--- src/rtl/pc_fetch_ctrl_pkg.sv ---
// Shared constants and state encoding for the fetch-address controller.
package pc_fetch_ctrl_pkg;

  localparam logic [1:0] PC_ROM_OP_NOP   = 2'b00;
  localparam logic [1:0] PC_ROM_OP_READ  = 2'b01;
  localparam logic [1:0] PC_ROM_OP_WRITE = 2'b10;

  localparam logic ROM_OP_READ  = 1'b0;
  localparam logic ROM_OP_WRITE = 1'b1;

  localparam logic ChipEnable  = 1'b1;
  localparam logic ChipDisable = 1'b0;

  typedef enum logic [1:0] {
    RESET = 2'd0,
    FETCH = 2'd1,
    DATA  = 2'd2
  } pc_state_t;

endpackage

--- src/rtl/pc_next_sel.sv ---
// Combinational next-PC selector: flush > branch > sequential, modulo 2^ADDR_W.
// Optional low-bit alignment of the chosen redirect under PC_MISALIGN_CHECK_EN.
module pc_next_sel
  import pc_fetch_ctrl_pkg::*;
#(
  parameter int ADDR_W  = 32,
  parameter int PC_STEP = 4
) (
  input  logic              flush,
  input  logic              branch,
  input  logic [ADDR_W-1:0] new_pc,
  input  logic [ADDR_W-1:0] branch_target,
  input  logic [ADDR_W-1:0] m_pc,
  output logic [ADDR_W-1:0] next_pc,
  output logic              misalign
);

  logic [ADDR_W-1:0] raw_pc;

  always_comb begin
    if (flush) begin
      raw_pc = new_pc;
    end else if (branch) begin
      raw_pc = branch_target;
    end else begin
      raw_pc = m_pc + ADDR_W'(PC_STEP);
    end
`ifdef PC_MISALIGN_CHECK_EN
    misalign = |raw_pc[1:0];
    next_pc  = {raw_pc[ADDR_W-1:2], 2'b00};
`else
    misalign = 1'b0;
    next_pc  = raw_pc;
`endif
  end

endmodule

--- src/rtl/pc_fetch_ctrl.sv ---
// Fetch-address controller for the shared instruction/data ROM with ready handshake.
// Optional macro PC_MISALIGN_CHECK_EN aligns redirects and pulses misalign_o.
module pc_fetch_ctrl
  import pc_fetch_ctrl_pkg::*;
#(
  parameter int              ADDR_W    = 32,
  parameter int              DATA_W    = 32,
  parameter logic [ADDR_W-1:0] RESET_VEC = '0,
  parameter int              PC_STEP   = 4,
  parameter int              STALL_W   = 6
) (
  input  logic               clk,
  input  logic               rst,
  input  logic               flush,
  input  logic [ADDR_W-1:0]  new_pc,
  input  logic [STALL_W-1:0] stall,
  input  logic               branch_flag_i,
  input  logic [ADDR_W-1:0]  branch_target_address_i,
  input  logic [1:0]         rom_op_i,
  input  logic [DATA_W-1:0]  rom_wr_data_i,
  input  logic [ADDR_W-1:0]  rom_rw_addr_i,
  input  logic               rom_ready_i,
  output logic [ADDR_W-1:0]  addr,
  output logic               ce,
  output logic               rom_op_o,
  output logic [DATA_W-1:0]  wr_data_o,
  output logic               fetch_valid_o,
  output logic               data_busy_o,
  output logic               misalign_o
);

  pc_state_t         state_q, state_d;
  logic [ADDR_W-1:0] addr_q, addr_d, m_pc_q, m_pc_d;
  logic              ce_q, ce_d, op_q, op_d, busy_q, busy_d, mis_q, mis_d;
  logic [DATA_W-1:0] wd_q, wd_d;
  logic [ADDR_W-1:0] next_pc;
  logic              next_mis;
  logic              mem_req;
  logic              unused_stall;

  // Upper stall bits belong to later pipeline stages.
  assign unused_stall = ^{stall, 1'b0};
  assign mem_req = (rom_op_i == PC_ROM_OP_READ) || (rom_op_i == PC_ROM_OP_WRITE);

  pc_next_sel #(.ADDR_W(ADDR_W), .PC_STEP(PC_STEP)) u_next_sel (
    .flush         (flush),
    .branch        (branch_flag_i && (state_q == FETCH)),
    .new_pc        (new_pc),
    .branch_target (branch_target_address_i),
    .m_pc          (m_pc_q),
    .next_pc       (next_pc),
    .misalign      (next_mis)
  );

  always_ff @(posedge clk) begin
    if (rst) begin
      state_q <= RESET;
      addr_q  <= RESET_VEC;
      m_pc_q  <= RESET_VEC;
      ce_q    <= ChipDisable;
      op_q    <= ROM_OP_READ;
      wd_q    <= '0;
      busy_q  <= 1'b0;
      mis_q   <= 1'b0;
    end else begin
      state_q <= state_d;
      addr_q  <= addr_d;
      m_pc_q  <= m_pc_d;
      ce_q    <= ce_d;
      op_q    <= op_d;
      wd_q    <= wd_d;
      busy_q  <= busy_d;
      mis_q   <= mis_d;
    end
  end

  always_comb begin
    state_d = state_q;
    addr_d  = addr_q;
    m_pc_d  = m_pc_q;
    ce_d    = ce_q;
    op_d    = op_q;
    wd_d    = wd_q;
    busy_d  = busy_q;
    mis_d   = 1'b0;
    case (state_q)
      RESET: begin
        state_d = FETCH;
        ce_d    = ChipEnable;
      end
      FETCH: begin
        if (flush || (!stall[0] && rom_ready_i && !mem_req)) begin
          addr_d = next_pc;
          m_pc_d = next_pc;
          mis_d  = next_mis;
        end else if (!stall[0] && rom_ready_i) begin
          // Data access borrows the port; m_pc keeps the fetch position.
          addr_d  = rom_rw_addr_i;
          op_d    = (rom_op_i == PC_ROM_OP_WRITE) ? ROM_OP_WRITE : ROM_OP_READ;
          wd_d    = rom_wr_data_i;
          busy_d  = 1'b1;
          state_d = DATA;
        end
      end
      DATA: begin
        if (flush || rom_ready_i) begin
          addr_d  = next_pc;
          m_pc_d  = next_pc;
          mis_d   = next_mis;
          op_d    = ROM_OP_READ;
          busy_d  = 1'b0;
          state_d = FETCH;
        end
      end
      default: state_d = RESET;
    endcase
  end

  assign addr          = addr_q;
  assign ce            = ce_q;
  assign rom_op_o      = op_q;
  assign wr_data_o     = wd_q;
  assign data_busy_o   = busy_q;
  assign misalign_o    = mis_q;
  assign fetch_valid_o = (state_q == FETCH) && ce_q && rom_ready_i && !stall[0];

endmodule

--- config.mk ---
export PLATFORM = sky130hd
export DESIGN_NAME = pc_fetch_ctrl
export DESIGN_NICKNAME = d
export VERILOG_FILES = /design/src/rtl/pc_fetch_ctrl_pkg.sv /design/src/rtl/pc_next_sel.sv /design/src/rtl/pc_fetch_ctrl.sv
export SDC_FILE = /design/constraint.sdc
export NUM_CORES = 1
export LEC_CHECK = 0
export CAP_MARGIN = 20
export CORE_MARGIN = 2
export CORE_UTILIZATION = 45
export CTS_CLUSTER_DIAMETER = 150
export CTS_CLUSTER_SIZE = 25
export DETAILED_ROUTE_END_ITERATION = 10
export PLACE_DENSITY = 0.82
export SLEW_MARGIN = 20
export SYNTH_ARGS = -nofsm -noshare
export SYNTH_HDL_FRONTEND = slang
export SYNTH_SLANG_ARGS = --single-unit
export TNS_END_PERCENT = 30
--- constraint.sdc ---
create_clock -name clk -period 2.6 [get_ports clk]
set_input_delay 0.52 -clock clk [delete_from_list [all_inputs] [get_ports clk]]
set_output_delay 0.52 -clock clk [all_outputs]
set_load 0.01 [all_outputs]
# Yosys cells after proc, flatten, opt, wreduce, memory -nomap -nowiden
# Cells that the tools add are included.
[totals]
regBits = 101
latch_bits = 0
ramBits = 0
mem_bits_ro = 0
in_bits = 141
output_inout_bits = 69
word_cells = 56
n_memories = 0
[op_classes]
n_addsub = 1
n_mul = 0
div = 0
order_cmp = 0
eq_ne = 9
shifts = 0
n_mux = 20
bitwise = 1
reduce_logical = 18
[ops]
columns = ["op", "n"]
rows = [
  ["$mux 32", 6],
  ["$pmux 32 s2", 2],
  ["$add 32x3->32 const B", 1],
  ["$reduce_and 3->1", 4],
  ["$logic_and 1x1->1", 6],
  ["$mux 1", 6],
  ["$mux 2", 3],
  ["$pmux 2 s3", 1],
  ["$eq 2x1->1 const B", 2],
  ["$eq 2x2->1 const B", 2],
  ["$ne 2x1->1 const B", 2],
  ["$ne 2x2->1 const B", 2],
  ["$pmux 1 s2", 2],
  ["$reduce_and 4->1", 1],
  ["$logic_or 1x1->1", 3],
  ["$ne 3x1->1 const B", 1],
  ["$logic_not 1->1", 2],
  ["$logic_not 2->1", 1],
  ["$reduce_bool 2->1", 1],
  ["$not 1->1", 1],
]

# Depth between registers and ports, before layout
[logic_depth]
word_depth = 7
depth_mapped = 10
depth_no_buf = 8

# Hierarchy
# Synthesis repeated with hierarchy kept, for this count alone.
[unflattened]
cells_unflattened = 632
area_unflattened_um2 = 5361.4
[by_module_without_submodules]
columns = ["module", "instances", "cells_per_inst", "area_each_um2", "seq_area_each_um2"]
rows = [
  ["pc_fetch_ctrl", 1, 437, 4097.7, 2042.0],
  ["pc_next_sel", 1, 195, 1263.7, 0.0],
]

# Worst setup path before layout
# OpenSTA, ideal clock, no wires.
[synth_timing]
kind = "input -> register"
from = "in rom_op_i[0]"
to = "reg addr_q[17] (netlist: addr[17])"
arrival_ns = 2.072
path_slack_ns = 0.410
path_stages = 8
cell_sequence = "inv_1 > ha_1 > nor2b_1 > a211o_1 > buf_1 > buf_1 > nand4_1 > o2111a_1"
[synth_between]
elab_chain_len = 7
elab_cells_between_ends = 10
cone_classes = "eq/ne (3); mux (2); reduce/logical (5)"
[synth_rtl]
columns = ["item", "line_no", "source"]
rows = [
  ["from (decl)", "pc_fetch_ctrl.sv:19", "input logic [1:0] rom_op_i,"],
  ["$eq 2x1->1 / $eq 2x2->1 (equally long branches)", "pc_fetch_ctrl.sv:43", "assign mem_req = (rom_op_i == PC_ROM_OP_READ) || (rom_op_i == PC_ROM_OP_WRITE);"],
  ["$logic_or 1x1->1 (*)", "pc_fetch_ctrl.sv:43", ""],
  ["$logic_not 1->1 (*)", "pc_fetch_ctrl.sv:92", "if (flush || (!stall[0] && rom_ready_i && !mem_req)) begin"],
  ["$logic_and 1x1->1 (*)", "pc_fetch_ctrl.sv:92", ""],
  ["$logic_or 1x1->1 (*)", "pc_fetch_ctrl.sv:92", ""],
  ["$ne 3x1->1 (no source line) / $mux 32 (equally long branches)", "n/a", ""],
  ["$reduce_and 3->1 (no source line) / $pmux 32 s2 (equally long branches)", "n/a", ""],
  ["to (signal assigned)", "pc_fetch_ctrl.sv:67", "addr_q <= addr_d;"],
  ["to (decl)", "pc_fetch_ctrl.sv:33", "logic [ADDR_W-1:0] addr_q, addr_d, m_pc_q, m_pc_d;"],
]
# Every way passes the cells marked *; elsewhere a longest branch is shown, timed or not.
# A chain may end at the register's enable or synchronous reset.

# Worst setup path after layout
[layout_timing]
from = "in rom_op_i[0]"
to = "reg addr_q[21] (netlist: addr[21])"
# Same word-level chain as after synthesis.

==> flow_summary.json <==
{
  "nFillCells": 998,
  "fin_util_pct": 68.4,
  "tightest_slew_ns": 0.683,
  "rsz0062_at_grt": "false",
  "period_minus_slack_ns": 2.47,
  "r2r_slack_ns": 0.18,
  "path_cells": "clkdlybuf4s50_1, inv_1, ha_1, nor2b_1, a211oi_4, nor3_1, o21ai_0, nand2_1",
  "finalHoldViolCount": 0,
  "syn_nets": 869,
  "worstPathRequired_ns": 2.88,
  "grt_usage_pct": 26.7,
  "cts_tree": "built",
  "crit_path_end_kind": "flip-flop",
  "reg2reg_depth": 8,
  "port_buffers": 203,
  "synth_cell_types": 69,
  "ant_nets": 0,
  "cts_buffer_depth": 2,
  "drive_above_1_share_pct": 8.33,
  "critical-path-max-stage-delay_ns": 0.55,
  "grt_max_degree": 66,
  "finalCritPeriodShare_pct": 95.1,
  "setup_violations": 0,
  "cts_root_buf": "clkbuf_16",
  "post-dp-hpwl_mm": 12.8,
  "ctsHoldBuffers": 0,
  "cp_slowest_cell": "nor3_1",
  "coreArea_sq_um": 12000,
  "synthCells": 722,
  "vias": 6079,
  "synth_warnings": 0,
  "final_max_slew_viol_count": 0,
  "drtPass1Iterations": 5,
  "ios": 210,
  "netlist_area_sq_um": 5500,
  "seq_area_frac_synth_pct": 36.8,
  "fin_ws_ns": 0.128,
  "pre_cts_slack_ns": -0.143,
  "rr_startpoint": "m_pc_q[3]",
  "cts-buffers-inserted": 9,
  "whs_ns": 0.452,
  "reg2reg_to": "addr[22]",
  "avgRoutedWirePerCell_um": 16.9,
  "ys_async_sr_fraction_pct": 0,
  "numClockSinks": 101,
  "place.gp.congestion": 0.866,
  "status": "finished clean",
  "diodes": 0,
  "fin_nets": 1066,
  "synth-seq-cells": 101,
  "dieWidth_um": 115,
  "synth_flop_cell": "dfxtp_1",
  "postCtsSetupBuffers": 0,
  "antenna_found_initial": 0,
  "row_count": 40,
  "synth_edf_count": 0,
  "worst_clock_skew_ns": 0.0140,
  "start_kind": "input pin",
  "pwr_density_cell_nw_per_um2": 836,
  "maxCapViolations": 0,
  "route.detailed.drc": 0,
  "slew_headroom_pct": 54.1,
  "overflow": 0,
  "min_path_cells": 2,
  "cts-resized-gates": 0,
  "fp.dieH_um": 115,
  "cp_max_fo": 5,
  "syn_area_per_cell_sq_um": 7.62,
  "dieArea_sq_um": 13100,
  "critPathKind": "in2reg",
  "hold_path.class": "reg2reg",
  "via_per_inst": 5.68,
  "setup_tns_ns": 0,
  "holdPathEnd": "addr[4]",
  "first_iter_violations": 455,
  "area_delta_synth_final_pct": 48.8,
  "initial_utilization_pct": 46.0,
  "clk_pin_slew_worst_paths_ns": 0.07,
  "max_freq_ghz": 0.404,
  "finalWirelength_mm": 18.1,
  "power.leakage_uw": 0.00294,
  "arrival_ns": 2.75,
  "htreeDepth": 3,
  "ir_worst_vdd_mv": 0.497,
  "min_from": "addr[4]",
  "grt_pass1_wl_mm": 28.2,
  "clock_latency_ns": 0.35,
  "grt_pass1_vias": 5617
}
[worst max path at each step]
stage	start	to	slack, ns	depth (start not counted)
final	rom_op_i[0]	addr[21]	0.13	8
after CTS	rom_ready_i	fetch_valid_o	0.13	4
after global placement	rom_op_i[0]	m_pc_q[26]	-0.13	9
after global routing	m_pc_q[3]	addr[22]	0.02	8
after floorplan	rom_op_i[0]	addr[17]	0.41	8
after detailed placement	rom_op_i[0]	addr[21]	-0.14	8
[routing by layer]
layer  vias to the layer above  GRT usage [%]  share of wire, %
met2                       225           43.6                46
li1                       3021              -                 -
met4                         0           8.21               2.5
met3                        32           3.28               5.9
met5                         -              0                 0
met1                      2801           36.8                45
[layout by cell type (no fill, tap or decap), types with 3 or more instances in the layout]
cell type,synthesis,layout
a31oi_1,6,6
xnor2_1,12,12
o21ai_0,47,47
a2bb2oi_1,3,3
nand3b_1,4,4
a211oi_1,30,29
nand2_1,107,107
and4_1,6,6
mux2i_1,7,7
nor2_1,65,65
nor2b_1,3,3
nor4_1,9,8
ha_1,6,6
buf_12,0,8
nand4_1,13,13
o211ai_1,6,6
clkdlybuf4s50_1,0,201
o41ai_1,9,9
and3_1,15,15
nand3_1,29,29
o21a_1,4,4
or3_1,6,6
a211o_1,8,8
buf_4,1,34
clkbuf_16,0,9
a21oi_1,80,80
xor2_1,6,6
dfxtp_1,101,101
nor3_1,17,17
inv_1,11,11
and2_1,6,6
[final cells by class]
| cell class | instances | area [sq um] | share of cell area, % |
|---|---|---|---|
| clock inverters | 7 | 92.6 | 1.13 |
| clock buffers | 9 | 225 | 2.75 |
| well taps | 147 | 184 | 2.25 |
| inverters | 11 | 41.3 | 0.504 |
| repair buffers | 245 | 2440 | 29.8 |
| flip-flops and latches | 101 | 2020 | 24.7 |
| multi-input cells | 551 | 3180 | 38.9 |
[sequential cells by signal, indices dropped and copies added (netlist names)]
register and flops:
rom_op_o 1, data_busy_o 1, m_pc_q 32, addr 32
ce 1, wr_data_o 32, state_q 2
[cell families (layout without fill, tap and decap cells)]
kind of cell | Yosys count | in the layout | share of synthesized area (%)
other | 1 | 1 | 0.0682
AOI/OAI and AO/OA | 226 | 226 | 26.0
DFF | 101 | 101 | 36.8
and+or+nand+nor | 293 | 293 | 25.7
adders and majority gates | 6 | 6 | 1.36
xor gates and xnor gates | 18 | 18 | 2.87
muxes | 7 | 7 | 1.27
buffers and inverters | 70 | 272 | 5.98
[critical path: cells and delay by family]
family | cells | cell delay, ns
AO/OA/AOI/OAI | 2 | 0.44
AND/OR/NAND/NOR | 3 | 1.01
buffers and inverters | 2 | 0.49
adder cells (fa/ha/maj) | 1 | 0.28
[Yosys cell counts (all sizes together) (12+ instances only)]
cell type / n / area [sq um]
a211oi: 30 / 225
dfxtp: 101 / 2020
nand2: 108 / 408
nand3: 29 / 145
nor2: 65 / 244
and3: 15 / 93.8
clkbuf: 46 / 216
nor3: 17 / 85.1
o21ai: 49 / 249
xnor2: 12 / 105
a21oi: 80 / 400
buf: 13 / 71.3
nand4: 14 / 93.8
[where the power goes]
part / switching (uW) / internal [uW] / total [uW]
combinational: 1590 / 1490 / 3080
sequential: 371 / 1960 / 2330
clock: 658 / 773 / 1430
[through the flow]
stage | instance area [sq um] | std cells | total power [uW]
CTS | 8180 | 1071 | 6850
floorplan | 5500 | 722 | 4000
global placement | 7860 | 1055 | 5360
global route | 8190 | 1071 | 7280
detailed placement | 7860 | 1055 | 5410
finish | 8190 | 1071 | 6840
Power figures use the tool's default switching activity.
